--- config.mk ---
export PLATFORM = sky130hd
export DESIGN_NAME = regfile_debug_port
export DESIGN_NICKNAME = d
export VERILOG_FILES = /design/src/rtl/regfile_debug_port.sv
export SDC_FILE = /design/constraint.sdc
export NUM_CORES = 1
export LEC_CHECK = 0
export CAP_MARGIN = 40
export CORE_MARGIN = 2
export CORE_UTILIZATION = 41
export DETAILED_ROUTE_END_ITERATION = 6
export PLACE_DENSITY = 0.86
export SETUP_SLACK_MARGIN = 0.3
export SYNTH_ARGS = -nofsm -noshare
export SYNTH_HDL_FRONTEND = slang
export SYNTH_SLANG_ARGS = --single-unit
--- constraint.sdc ---
create_clock -name clk -period 1.45 [get_ports clk]
set_input_delay 0.2175 -clock clk [delete_from_list [all_inputs] [get_ports clk]]
set_output_delay 0.2175 -clock clk [all_outputs]
set_load 0.01 [all_outputs]
--- src/rtl/regfile_debug_port.sv ---
// Debug access controller for the 4 x 8-bit register file.
// Halts the CPU, then reads, writes or dumps registers on host command.
module regfile_debug_port #(
  parameter logic [7:0] ACK_BYTE = 8'hA5
) (
  input  logic       clk,
  input  logic       rst,
  input  logic [7:0] cmd_data,
  input  logic       cmd_valid,
  output logic       cmd_ready,
  output logic [7:0] rsp_data,
  output logic       rsp_valid,
  input  logic       rsp_ready,
  output logic       halt_req,
  input  logic       halt_ack,
  output logic [1:0] dbg_readreg,
  input  logic [7:0] dbg_read,
  output logic [1:0] dbg_writereg,
  output logic [7:0] dbg_data,
  output logic       dbg_regwrite
);

  typedef enum logic [2:0] {
    IDLE,
    GETDATA,
    HALT,
    WR,
    RD,
    RESP
  } state_t;

  localparam logic [1:0] OP_NOP   = 2'b00;
  localparam logic [1:0] OP_WRITE = 2'b10;
  localparam logic [1:0] OP_DUMP  = 2'b11;

  state_t     state_q, state_d;
  logic [1:0] op_q, op_d;
  logic [1:0] idx_q, idx_d;
  logic [7:0] data_q, data_d;
  logic [1:0] dump_q, dump_d;
  logic [7:0] rsp_q, rsp_d;

  logic cmd_fire;
  logic rsp_fire;

  // Moore-style outputs decoded from registered state and operands.
  always_comb begin
    cmd_ready    = ~rst & ((state_q == IDLE) | (state_q == GETDATA));
    rsp_valid    = (state_q == RESP);
    halt_req     = (state_q == HALT) | (state_q == WR)
                 | (state_q == RD)   | (state_q == RESP);
    dbg_regwrite = (state_q == WR);
    dbg_readreg  = (op_q == OP_DUMP) ? dump_q : idx_q;
    dbg_writereg = idx_q;
    dbg_data     = data_q;
    rsp_data     = rsp_q;
  end

  assign cmd_fire = cmd_valid & cmd_ready;
  assign rsp_fire = rsp_valid & rsp_ready;

  // Next-state and operand update logic.
  always_comb begin
    state_d = state_q;
    op_d    = op_q;
    idx_d   = idx_q;
    data_d  = data_q;
    dump_d  = dump_q;
    rsp_d   = rsp_q;
    unique case (state_q)
      IDLE: begin
        if (cmd_fire) begin
          op_d  = cmd_data[7:6];
          idx_d = cmd_data[1:0];
          if (cmd_data[7:6] == OP_WRITE) begin
            state_d = GETDATA;
          end else if (cmd_data[7:6] != OP_NOP) begin
            state_d = HALT;
            if (cmd_data[7:6] == OP_DUMP) dump_d = 2'd0;
          end
        end
      end
      GETDATA: begin
        if (cmd_fire) begin
          data_d  = cmd_data;
          state_d = HALT;
        end
      end
      HALT: begin
        if (halt_ack) state_d = (op_q == OP_WRITE) ? WR : RD;
      end
      WR: begin
        rsp_d   = ACK_BYTE;
        state_d = RESP;
      end
      RD: begin
        rsp_d   = dbg_read;
        state_d = RESP;
      end
      RESP: begin
        if (rsp_fire) begin
          if ((op_q == OP_DUMP) && (dump_q != 2'd3)) begin
            dump_d  = dump_q + 2'd1;
            state_d = RD;
          end else begin
            state_d = IDLE;
          end
        end
      end
      default: state_d = IDLE;
    endcase
  end

  // State and operand registers, cleared immediately on reset.
  always_ff @(posedge clk or posedge rst) begin
    if (rst) begin
      state_q <= IDLE;
      op_q    <= 2'd0;
      idx_q   <= 2'd0;
      data_q  <= 8'd0;
      dump_q  <= 2'd0;
      rsp_q   <= 8'd0;
    end else begin
      state_q <= state_d;
      op_q    <= op_d;
      idx_q   <= idx_d;
      data_q  <= data_d;
      dump_q  <= dump_d;
      rsp_q   <= rsp_d;
    end
  end

endmodule

==> tab_implementation.tex <==
\begin{tabular}{lr}
\hline
Metric & Value \\
\hline
\multicolumn{2}{l}{\textbf{Setup path}} \\
Cell type of the slowest stage on the worst timing path & dfrtp\_1 \\
Cell family contributing the most delay on the critical path & flip-flops \\
Buffers plus inverters on the worst setup path & 2 \\
Setup crit start kind & flip-flop \\
Class of the most critical setup path & flip-flop to flip-flop \\
Worst path arrival time & 1770 ps \\
CP Cell Sequence & buf\_12 > nor3\_4 > buf\_6 > nand3\_4 > mux2\_4 \\
Sort of element at the end of the critical path & flip-flop \\
Biggest cell delay along the critical path & 440 ps \\
Data required, critical path & 1670 ps \\
Worst-path fanout max & 8 \\
\multicolumn{2}{l}{\textbf{Timing}} \\
Min setup slack post-route & -94.3 ps \\
Final cycle utilization of the critical path & 107\% \\
Worst slew slack as a fraction of its limit & 79.0\% \\
RSZ-0062 raised after global routing & true \\
Fmax achieved & 648 MHz \\
Setup violations, final & 18 \\
Hold slack & 125 ps \\
Final hold vios & 0 \\
Worst-margin pin slew & 313 ps \\
Worst clock skew on the final layout & 3.31 ps \\
Slew Viols, Final & 0 \\
Crit path time final & 1540 ps \\
\multicolumn{2}{l}{\textbf{Die}} \\
Die area & 0.00377 mm² \\
Count of pins on the block boundary & 45 \\
Chip height & 61.4 µm \\
Effective utilization at floorplan & 43.6\% \\
Site Rows & 20 \\
Std-Cell Core Area & 0.00310 mm² \\
Chip width & 61.4 µm \\
\multicolumn{2}{l}{\textbf{Pwr}} \\
Leakage component of the power & 1.17 nW \\
Power Dens Cells & 2030 mW/mm² \\
Worst VDD drop & 0.975 mV \\
\multicolumn{2}{l}{\textbf{Placement}} \\
Total placed instance area & 0.00200 mm² \\
Count of input and output buffers & 44 \\
HPWL Detailed & 2910 µm \\
Last weighted congestion value of the routability-driven placer & 0.857 \\
Number of placed cells counting well taps & 222 \\
\multicolumn{2}{l}{\textbf{Cells and area}} \\
Area of all placed cells without fillers & 0.00244 mm² \\
Number of diodes & 0 \\
Synthesis-to-layout area growth & 80.7\% \\
Final net count & 234 \\
Fraction of layout instances using a drive strength above 1 & 67.3\% \\
Fin util & 78.8\% \\
Filler Cell Count & 187 \\
Finished Layout Cells & 255 \\
\multicolumn{2}{l}{\textbf{Clock tree}} \\
Hold-fix buffers at CTS & 0 \\
Clock Sink Count & 25 \\
Clk slew on worst S/H paths & 140 ps \\
TritonCTS buffer count & 3 \\
Clock latency of the later-clocked register in the worst-skew pair & 320 ps \\
Clock buffer depth & 2 \\
Buffer cell driving the clock tree root & clkbuf\_4 \\
TritonCTS clock tree & done \\
H-tree Lvls & 1 \\
\multicolumn{2}{l}{\textbf{Logic synthesis}} \\
Most instantiated library cell after synthesis & dfrtp\_1 \\
Number of enable-type register cells in the synthesized netlist & 0 \\
Yosys reg bits & 25 \\
Cell types occupying the most area after synthesis & dfrtp\_1 (46\%), mux2\_4 (13\%), a21oi\_1 (3.7\%) \\
Syn Area/Cell & 11.6 µm² \\
Post-synth top flop & dfrtp\_1 \\
Gate count after technology mapping & 117 \\
Area fraction of the dominant cell type after synthesis & 46.3\% \\
Biggest area consumer among synthesized cells & dfrtp\_1 \\
Number of warnings reported in the yosys synthesis log & 0 \\
Syn\_nets & 139 \\
Sequential-to-total area share from yosys stat & 46.3\% \\
Number of distinct library cell variants in the gate-level netlist after synthesis & 34 \\
Synthesized cell area & 0.00135 mm² \\
List of most frequent post-synthesis cells & dfrtp\_1 (25), mux2\_4 (12), a21oi\_1 (10), o22ai\_1 (8), nor2\_1 (7) \\
Ys async rst share & 100\% \\
\multicolumn{2}{l}{\textbf{GRT}} \\
Largest net degree at the start of global routing & 18 \\
GRT Overall Usage & 27.3\% \\
Wire length of the first global-routing pass & 7220 µm \\
Number of global-route vias before repair & 1,425 \\
Residual overflow from global routing & 0 \\
Antenna violations before repair & 0 \\
\multicolumn{2}{l}{\textbf{Route}} \\
Number of iterations in the first detailed-routing pass & 4 \\
Number of design rule violations left after detail routing & 0 \\
Drt initial violations & 75 \\
Post-detailed-route via-to-cell ratio & 5.47 \\
Total via count in the routed design & 1,396 \\
Remaining antenna violation count after routing & 0 \\
Final routed wire length divided by cell count & 19.9 µm \\
Wire length reported by the detailed router & 5090 µm \\
\multicolumn{2}{l}{\textbf{Hold path}} \\
Worst hold-check path type & input port to async pin \\
\multicolumn{2}{l}{\textbf{Status}} \\
Violations in the final reports & setup timing \\
Outcome & finished with violations \\
\multicolumn{2}{l}{\textbf{Run}} \\
\# Max-Cap Violations & 0 \\
\hline
\end{tabular}
[sequential cells by signal, summed over array words and instances, names as in the netlist]
| register | cells |
|---|---|
| dbg_data | 8 |
| dbg_writereg | 2 |
| dump_q | 2 |
| op_q | 2 |
| rsp_data | 8 |
| state_q | 3 |
[placed cells by master (no fill, tap or decap), types with 4 or more instances in the layout]
cell,n
a21oi_1,8
a22oi_2,4
buf_2,18
buf_4,34
buf_6,22
clkdlybuf4s50_1,19
dfrtp_1,22
mux2_4,15
nor2_1,5
nor3_4,4
o21ai_1,4
o22ai_2,7
[worst register-to-register path, stage by stage (launching register included)]
cell and delay [ps]:
dfrtp_1 440, buf_12 150, nor3_4 230, buf_6 140, nand3_4 150, mux2_4 350
[layer usage]
metal / track usage [%] / share of wire (%)
met1: 33.8 / 41
met2: 49.1 / 51
met3: 2.94 / 5.2
met4: 10.0 / 2.9
met5: 0 / 0
[cell families after synthesis]
group | after synthesis | synth area share, %
buffers and inverters | 11 | 5.27
DFF | 25 | 46.3
xor gates and xnor gates | 1 | 0.648
adders and majority gates | 1 | 0.925
and+or+nand+nor | 29 | 14.6
AOI/OAI and AO/OA | 35 | 16.5
muxes | 15 | 15.8
[repair_timing]
| item | 4_1_cts | 5_1_grt |
|---|---|---|
| pin swaps | 24 | 3 |
| cloned | 0 | 0 |
| setup endpoints to repair | 49 | 37 |
| setup buffers | 24 | 5 |
| resized for setup | 154 | 17 |
| hold endpoints to repair | 0 | 0 |
[power by group]
part           leakage (nW)  switching (mW)  internal [mW]
logic                 0.852            1.52           1.92
registers             0.300           0.225          0.988
clock network        0.0177           0.215          0.103
[path summary, 6_finish.rpt]
check,startpoint,end,slack [ps],cells after the start
worst max-delay path,state_q[2],dbg_data[7],-90,5
worst min-delay path,rst,dump_q[1],120,3
worst max register to register,state_q[2],dbg_data[7],-90,5
worst min register to register,dbg_data[1],dbg_data[1],530,1
max in group asynchronous,rst,state_q[1],1080,3
min in group clk,cmd_data[4],dbg_data[4],510,2
[final cells by class]
type	instances	area (µm²)	share of cell area, %
Inverter	4	20.0	0.819
Tap cell	44	55.1	2.25
Sequential cell	25	629	25.8
Timing Repair Buffer	97	842	34.5
Clock buffer	3	22.5	0.922
Clock inverter	1	5.00	0.205
Multi-Input combinational cell	81	870	35.6
[per-stage QoR]
step | worst slack (ps) | power (mW) | TNS (ps)
floorplan | 13.4 | 2.52 | 0
global placement | -290 | 3.47 | -3530
detailed placement | -333 | 3.61 | -4570
CTS | -71.8 | 4.59 | -698
global route | -136 | 5.17 | -2030
finish | -94.3 | 4.97 | -1280
(Power assumes the default switching activity.)
==> RTL edit: new RTL, same settings <==
Take the reset off `data_q` and load it in a clocked block of its own.
--- a/src/rtl/regfile_debug_port.sv
+++ b/src/rtl/regfile_debug_port.sv
@@ -117,18 +117,20 @@
       state_q <= IDLE;
       op_q    <= 2'd0;
       idx_q   <= 2'd0;
-      data_q  <= 8'd0;
       dump_q  <= 2'd0;
       rsp_q   <= 8'd0;
     end else begin
       state_q <= state_d;
       op_q    <= op_d;
       idx_q   <= idx_d;
-      data_q  <= data_d;
       dump_q  <= dump_d;
       rsp_q   <= rsp_d;
     end
   end
 
+  always_ff @(posedge clk) begin
+    data_q <= data_d;
+  end
+
 endmodule
 
Formal check against the unedited RTL: differs if rst is asserted again (counterexample within 4 cycles, from zero or initial values and one cycle with rst high); with rst held inactive, the same outputs for 10 cycles.
==> RTL edit against the unedited design <==
The flow still finishes with violations (negative setup slack). Highest routed layer unchanged. Total power fell by 7.4%. Clock power rose by 5%. Final area is 0.67% higher. Global-route usage decreased by 0.51 points. Sequential cell count did not move. Synthesized area fell by 10%. Worst setup slack worse by 0.30 ns. Combinational power down 7.8%. Routed wire length up 9.3%. Critical endpoint is now dump_q[0]$_DFFE_PP0P_.
==> RTL edit: results (changes against the unedited design) <==
| Metric | Value |
|---|---|
| Global placer's final weighted congestion | `0.852 (was 0.857)` |
| Final setup vio count | `31 (was 18)` |
| Post-DP HPWL | `2460 um (was 2910 um)` |
| Top post-synthesis cells by area | `dfrtp_1, edfxtp_1, mux2_2, a21oi_1, o22ai_1 (was dfrtp_1, mux2_4, a21oi_1, o22ai_1, a22oi_1)` |
| Failing checks | `negative setup slack (unchanged)` |
| Synth top cells by count | `dfrtp_1, a21oi_1, edfxtp_1, nor2_1, nand2_1 (was dfrtp_1, mux2_4, a21oi_1, o22ai_1, nor2_1)` |
| Vias in the first global route | `1406 (was 1425)` |
| Initial antenna violation count | `0 (unchanged)` |
| Hold Crit Class | `in -> async (unchanged)` |
| Clock Skew | `0.0160 ns (was 0.00331 ns)` |
| N_diodes | `0 (unchanged)` |
| Seq/Total Area, Yosys | `54.7% (was 46.3%)` |
| Worst rel slew slack | `78.4% (was 79.0%)` |
| Switching share of power | `39.0% (was 39.5%)` |
| Comb group | `3170 uW (was 3440 uW)` |
| Distinct cell type count after synthesis | `34 (unchanged)` |
| Setup TNS Final | `-5.61 ns (was -1.28 ns)` |
| CTS HTree Levels | `1 (unchanged)` |
| Detailed Routing Iterations Pass 1 | `4 (unchanged)` |
| Leakage Power | `0.00112 uW (was 0.00117 uW)` |
| First-pass GRT wire length | `6730 um (was 7220 um)` |
| Synthesized Nets | `132 (was 139)` |
| Pwr Total | `4600 uW (was 4970 uW)` |
| Worst slack at placement | `-0.301 ns (was -0.333 ns)` |
| Ys Warns | `0 (unchanged)` |
| DR iter-0 viols | `59 (was 75)` |
| Gr usage total | `26.8% (was 27.3%)` |
| WP data arrival | `2.09 ns (was 1.77 ns)` |
| Setup ws final | `-0.390 ns (was -0.0943 ns)` |
| Status | `complete, but fails checks (unchanged)` |
| Crit path launch | `state_q[2]$_DFFE_PP0P_ (unchanged)` |
| Clk_lat worst skew | `0.35 ns (was 0.32 ns)` |
| Root Driver | `clkbuf_4 (unchanged)` |
| Critical path peak fanout | `4 (was 8)` |
| Top FF cell, synth | `dfrtp_1 (unchanged)` |
| Number of fillers in the final layout | `135 (was 187)` |
| Post-synth ARST share | `68.0% (was 100%)` |
| Fin nets | `245 (was 234)` |
| Largest net degree at the start of global routing | `18 (unchanged)` |
| Share of cells above drive strength 1 | `62.6% (was 67.3%)` |
| Max VDD drop | `1.95 mV (was 0.975 mV)` |
| Clk buf depth | `2 (unchanged)` |
| Clk pin slew, worst setup/hold paths | `0.15 ns` |
| # port buffers | `44 (unchanged)` |
| DR vias/cell | `5.86 (was 5.47)` |
| Number of synthesized flops with an enable pin | `8 (was 0)` |
| Total Wirelength | `5560 um (was 5090 um)` |
| Inserted Clock Buffers | `3 (unchanged)` |
| Seq pwr | `1090 uW (was 1210 uW)` |
[RTL edit: cell count changes in the layout (fill, tap and decap cells not counted), moves of 3 or more]
cell | unedited run | this run
mux2_4 | 15 | 7
buf_6 | 22 | 34
buf_4 | 34 | 41
edfxtp_1 | 0 | 8
nand2_1 | 1 | 4
dfrtp_1 | 22 | 14
[RTL edit: layout make-up]
| cell class | count | area [um2] | area share, % |
|---|---|---|---|
| tap | 31 | 38.8 | 1.58 |
| sequential | 25 | 669 | 27.2 |
| timing repair buffer | 113 | 981 | 39.9 |
| clock inverter | 1 | 5.00 | 0.203 |
| multi-input combinational | 77 | 732 | 29.8 |
| clock buffer | 3 | 22.5 | 0.916 |
| inverter | 3 | 11.3 | 0.458 |
[RTL edit: final timing paths]
| kind | endpoint | slack (ns) | cells past startpoint |
|---|---|---|---|
| setup reg to reg | dump_q[0]$_DFFE_PP0P_ | -0.39 | 8 |
| min in group clk | dbg_data[4]$_DFFE_PP_ | 0.42 | 1 |
| setup / recovery | dump_q[0]$_DFFE_PP0P_ | -0.39 | 8 |
| max in group asynchronous | state_q[2]$_DFFE_PP0P_ | 0.89 | 3 |
| hold / removal | rsp_data[2]$_DFFE_PP0P_ | 0.32 | 3 |
| hold reg to reg | dump_q[1]$_DFFE_PP0P_ | 0.59 | 1 |
[RTL edit: cells by family after synthesis]
group           Yosys count  share of synthesized area (%)
mux                       7                           6.79
flops                    25                           54.7
fa+ha+maj                 1                           1.03
buf+inv                   8                           3.50
simple gates             35                           16.6
xor+xnor                  1                          0.720
compound gates           33                           16.7
[RTL edit: critical path: stages, from the launching register on]
cell,delay (ns)
dfrtp_2,0.47
buf_6,0.13
buf_6,0.09
nand3b_1,0.16
buf_4,0.20
buf_6,0.11
nor3_4,0.20
o22ai_2,0.14
mux2_4,0.27
[RTL edit: timing repair]
item / in CTS / in global routing
setup endpoints to repair: 49 / 36
setup buffers: 31 / 9
resized for setup: 135 / 41
cloned: 0 / 0
pin swaps: 13 / 12
[RTL edit: metrics by stage]
| stage | instances | hold slack, ns | cell area [um2] |
|---|---|---|---|
| floorplan | 110 | 0.144 | 1270 |
| global placement | 209 | 0.524 | 1920 |
| detailed placement | 209 | 0.524 | 1920 |
| CTS | 244 | 0.286 | 2230 |
| global route | 253 | 0.337 | 2460 |
| finish | 253 | 0.316 | 2460 |
[RTL edit: metal layers]
| metal | vias to the layer above | routed length, um | track usage, % |
|---|---|---|---|
| li1 | 630 | - | - |
| met1 | 719 | 2020 | 29.4 |
| met2 | 101 | 2720 | 50.2 |
| met3 | 33 | 411 | 4.40 |
| met4 | 0 | 408 | 12.0 |
| met5 | - | 0 | 0 |
